`src/rtl/mod12_counter.sv`:
```
// Modulo-12 up/down counter with parallel load; optional terminal-count flag tc under `MOD12_TC_EN`.
// One clk from sampled load/count to dataout; no backpressure, the counter steps every cycle unless reset or loaded.
module mod12_counter (
  input  logic       clk,
  input  logic       rst,
  input  logic [3:0] datain,
  input  logic       load,
  input  logic       mode,
`ifdef MOD12_TC_EN
  output logic       tc,
`endif
  output logic [3:0] dataout
);

  localparam logic [3:0] MAX_VAL = 4'd11;

  logic [3:0] count_q;
  logic [3:0] count_d;

  // Values above MAX_VAL can only come from an unreset register; steer them back into range.
  always_comb begin
    count_d = count_q;
    if (load) begin
      count_d = (datain > MAX_VAL) ? 4'd0 : datain;
    end else if (mode) begin
      count_d = (count_q >= MAX_VAL) ? 4'd0 : count_q + 4'd1;
    end else begin
      count_d = ((count_q == 4'd0) || (count_q > MAX_VAL)) ? MAX_VAL : count_q - 4'd1;
    end
  end

  always_ff @(posedge clk) begin
    if (!rst) begin
      count_q <= 4'd0;
    end else begin
      count_q <= count_d;
    end
  end

  assign dataout = count_q;

`ifdef MOD12_TC_EN
  assign tc = (mode && (count_q == MAX_VAL)) || (!mode && (count_q == 4'd0));
`endif

endmodule

```
`config.mk`:
```
export PLATFORM = sky130hd
export DESIGN_NAME = mod12_counter
export DESIGN_NICKNAME = d
export VERILOG_FILES = /design/src/rtl/mod12_counter.sv
export SDC_FILE = /design/constraint.sdc
export NUM_CORES = 1
export LEC_CHECK = 0
export CORE_AREA = 2 2 39 41
export CTS_BUF_LIST = sky130_fd_sc_hd__clkbuf_8
export DETAILED_ROUTE_END_ITERATION = 7
export DIE_AREA = 0 0 41 43
export DONT_BUFFER_PORTS = 1
export SETUP_SLACK_MARGIN = 0.5
export SYNTH_ARGS = -nofsm -noshare
export SYNTH_HDL_FRONTEND = slang
export SYNTH_SLANG_ARGS = --single-unit
```
`constraint.sdc`:
```
create_clock -name clk -period 2.1 [get_ports clk]
set_clock_uncertainty 0.05 [all_clocks]
set_input_delay 0.21 -clock clk [delete_from_list [all_inputs] [get_ports clk]]
set_output_delay 0.21 -clock clk [all_outputs]
set_load 0.01 [all_outputs]
```
Word-level counts from Yosys, hierarchy flattened
Index checks and enable logic that the tools add are counted.

Bitwise logic cells: 0. Mux-type cells: 5. Divide/modulo/power cells: 0. Magnitude comparators: 3. Equality and inequality tests: 0. Reduce and logical (&&, ||, !) cells: 2. $add $sub $neg: 2. Shift operators: 0. Multiply operators: 0.

Operator list (count): two-way mux 4 bit (5); > comparator 4 bit (second input constant) (2); adder 4 x 1 -> 4 bit (second input constant) (1); >= comparator 4 bit (second input constant) (1); logical NOT 4 bit (1); subtractor 4 x 1 -> 4 bit (second input constant) (1); logical OR 1 bit (1).

Bits in registers: 4. ROM bits: 0. Bits in latches: 0. Memories kept: 0. RAM bits: 0.

Longest topological paths before layout
Word-level depth: 5. Mapped depth: 6. Mapped depth without buffers: 6.

Worst setup path before layout
OpenSTA, ideal clock, no wires.

Kind: reg-to-reg. Start: register count_q[0] (netlist: dataout[0]). End: register count_q[0] (netlist: dataout[0]). Clock period less this slack: 1.567 ns. Slack: 0.533 ns. Arrival time: 1.430 ns. Cell stages (with the launch flop): 7. Path buffers: 0. Cell sequence: dfxtp_1 > inv_1 > ha_1 > or3b_4 > a21oi_2 > a31oi_1 > a221oi_2.

Word-level cells in the longest chain between the ends: 5.

Ends and longest elaborated chain: start, declared (line 17) `logic [3:0] count_q;`; start signal, assigned (line 36) `count_q <= count_d;`; > comparator 4 bit or logical NOT 4 bit (tied branches) (line 28) `count_d = ((count_q == 4'd0) || (count_q > MAX_VAL)) ? MAX_VAL : count_q - 4'd1;`; logical OR 1 bit (line 28); two-way mux 4 bit (line 28); two-way mux 4 bit * (line 25) `end else if (mode) begin`; two-way mux 4 bit * (line 23) `if (load) begin`.

Mark *: on every way between the ends. The rest lies on a longest branch, timed or not. A chain may end at the register's enable or synchronous reset.

Worst setup path after layout
Start: register count_q[1] (netlist: dataout[1]). End: register count_q[0] (netlist: dataout[0]).

The elaborated chain is that of the path after synthesis.

==> impl_metrics.yaml <==
run_status:
  status: "finished, final reports clean"
placement:
  place_area_um2: 365.4
  placed_cells: 62
  hpwl_um: 615.2
  place.gp.congestion: 0.7795
  place_ws_ns: 0.4900
  numPortBuffers: 0
synth:
  synth-seq-cells: 4
  seq_area_frac_synth_pct: 22.61
  syn_area_um2: 354.1
  synth_compound_area_share_pct: 34.28
  syn_inst: 47
  synth_xor_area_share_pct: 0
  synth_fp_nets: 57
  yosysWarnings: 0
  ys_types: 25
  avgSynthCellArea_um2: 7.534
  synthAdderAreaFrac_pct: 7.067
  synthMuxAreaShare_pct: 2.827
  synth_top_area_cell: "dfxtp_1"
  post_synth_and_or_nand_nor_area_fraction_pct: 21.20
  synth_area_leaders: "dfxtp_1, a21oi_1, inv_1"
  netlist.area_leader.share_pct: 22.61
  synth_top_family_by_area: "compound AO/OA/AOI/OAI gates"
clock_network:
  clock_latency_ns: 0.21
  htree_levels: 1
  cts-buffers-inserted: 3
  clk_pin_slew_ns: 0.03
  clk_path_buf_depth: 2
  cts_hold_buf: 0
  cts_root_buffer: "clkbuf_8"
  tritoncts: "yes"
  cts.sinks: 4
worst_hold_path:
  whs_path_depth: 1
  hold_path_end: "dataout[0]$_SDFF_PN0_"
  hold_class: "input port to flip-flop"
  hp-start: "load"
setup_path:
  required_ns: 2.18
  cp-start-kind: "flip-flop"
  r2r_cells: 6
  worst-r2r-setup-slack_ns: 0.55
  end_kind: "flip-flop"
  cp_max_fo: 6
  path_class: "flip-flop to flip-flop"
  arrival_ns: 1.62
  timing.rr.start: "dataout[1]$_SDFF_PN0_"
  reg2reg_to: "dataout[0]$_SDFF_PN0_"
sta:
  finalSetupViolCount: 0
  rsz0062_at_grt: "no"
  max_freq_mhz: 646.1
  finalCriticalPeriod_ns: 1.548
  slew_violations: 0
  tightest_slew_ns: 0.4184
  fin_crit_sh_pct: 73.71
  report.final.hold_viol_count: 0
  setup_tns_ns: 0
  slew_headroom_pct: 72.07
  setup_slack_ns: 0.5522
detailed_routing:
  drc: 0
  wl_per_cell_um: 13.58
  drtPass1Iterations: 4
  drt_iter0_drc: 10
  postRouteWirelength_um: 896
  ant_nets: 0
  vias_per_cell: 5.348
  vias: 353
finish:
  final_cells: 66
  area_growth_pct: 23.67
  drive_above_1_share_pct: 30.00
  fin_area_um2: 437.9
  nets: 62
  largest_register_ffs: 4
  n_antenna_cell: 0
floorplan:
  die-area_um2: 1763
  coreArea_um2: 1384
  dieWidth_um: 41
  die_h_um: 43
  floorplan.rows: 14
  io_pins: 12
  start_util_pct: 25.59
global_route:
  grt_overflow: 0
  grt_max_degree: 12
  antenna_found_initial: 0
  grt_pass1_vias: 342
  grt_pass1_wl_mm: 1.462
  track_usage_pct: 12.32
power:
  vdd_drop_max_v: 0.0002943
  power.total_mw: 0.3239
  power_density_nw_per_um2: 739.6
  leakagePower_nw: 0.1808
run:
  maxCapViolations: 0
## final cells by class
cell class / count / area (µm²)
fill: 159 / 945.9
clock buffer: 3 / 41.29
sequential: 4 / 85.08
multi-input combinational: 34 / 250.2
tap: 16 / 20.02
inverter: 7 / 26.28
timing repair buffer: 2 / 15.01
## placed cells by master (no fill, tap or decap), drive strengths merged
cell / instances
a21oi: 8
a221oi: 1
a2bb2oi: 1
a31oi: 1
and2: 1
and3: 1
buf: 2
clkbuf: 3
dfxtp: 4
ha: 2
inv: 7
mux2i: 1
nand2: 2
nand3: 3
nand4: 1
nor2: 2
o211ai: 1
o21a: 1
o21ai: 3
o311a: 1
o31ai: 1
or3: 1
or3b: 2
## logic make-up (layout without fill, tap and decap cells)
group / after synthesis / in the layout
muxes: 1 / 1
and+or+nand+nor: 13 / 13
AOI/OAI and AO/OA: 18 / 18
adders and majority gates: 2 / 2
DFF: 4 / 4
buffers and inverters: 9 / 12
## power breakdown
| group | total, mW | internal, mW | switching, mW |
|---|---|---|---|
| combinational | 0.0712 | 0.0371 | 0.0341 |
| clock | 0.157 | 0.122 | 0.0350 |
| sequential | 0.0959 | 0.0831 | 0.0129 |
| total | 0.324 | 0.242 | 0.0819 |
## Yosys cell counts (all sizes together)
cell and instances:
a21oi 8, inv 7, dfxtp 4, nand3 3
o21ai 3, buf 2, ha 2, nand2 2
nor2 2, or3b 2, a221oi 1, a2bb2oi 1
a31oi 1, and2 1, and3 1, mux2i 1
nand4 1, o211ai 1, o21a 1, o311a 1
o31ai 1, or3 1
## stage by stage
step / utilization (%) / hold WS (ns)
final: 31.65 / 0.03656
after global placement: 26.40 / 0.2535
after CTS: 29.48 / 0.03172
after global routing: 31.65 / 0.03070
after detailed placement: 26.40 / 0.2561
after floorplan: - / 0.2503
## worst max-delay path by stage
stage | startpoint | end | cells after the start
floorplan | dataout[0]$_SDFF_PN0_ | dataout[0]$_SDFF_PN0_ | 6
global placement | dataout[1]$_SDFF_PN0_ | dataout[0]$_SDFF_PN0_ | 6
detailed placement | dataout[1]$_SDFF_PN0_ | dataout[0]$_SDFF_PN0_ | 6
CTS | dataout[1]$_SDFF_PN0_ | dataout[2]$_SDFF_PN0_ | 6
global route | dataout[1]$_SDFF_PN0_ | dataout[0]$_SDFF_PN0_ | 6
finish | dataout[1]$_SDFF_PN0_ | dataout[0]$_SDFF_PN0_ | 6
## worst max-delay path: stages, from the launching register on
cell	delay, ns
dfxtp_4	0.36
inv_2	0.07
ha_4	0.13
or3b_4	0.39
a21oi_2	0.14
a31oi_2	0.05
a221oi_2	0.27
## per-layer routing
| layer | vias up | part of all wire (%) | global-route usage [%] |
|---|---|---|---|
| li1 | 177 | - | - |
| met3 | 2 | 10 | 5.236 |
| met1 | 160 | 37 | 15.34 |
| met4 | 0 | 0.67 | 8.000 |
| met5 | - | 0 | 0 |
| met2 | 14 | 52 | 16.56 |
## timing repair
item / in CTS / in global routing
setup endpoints to repair: 2 / 3
setup buffers: 0 / 1
gates resized for setup: 1 / 7
cloned: 0 / 0
pin swaps: 1 / 3
endpoints found under the hold margin: 0 / 0
Note: power is estimated with default switching activity, not from simulation.
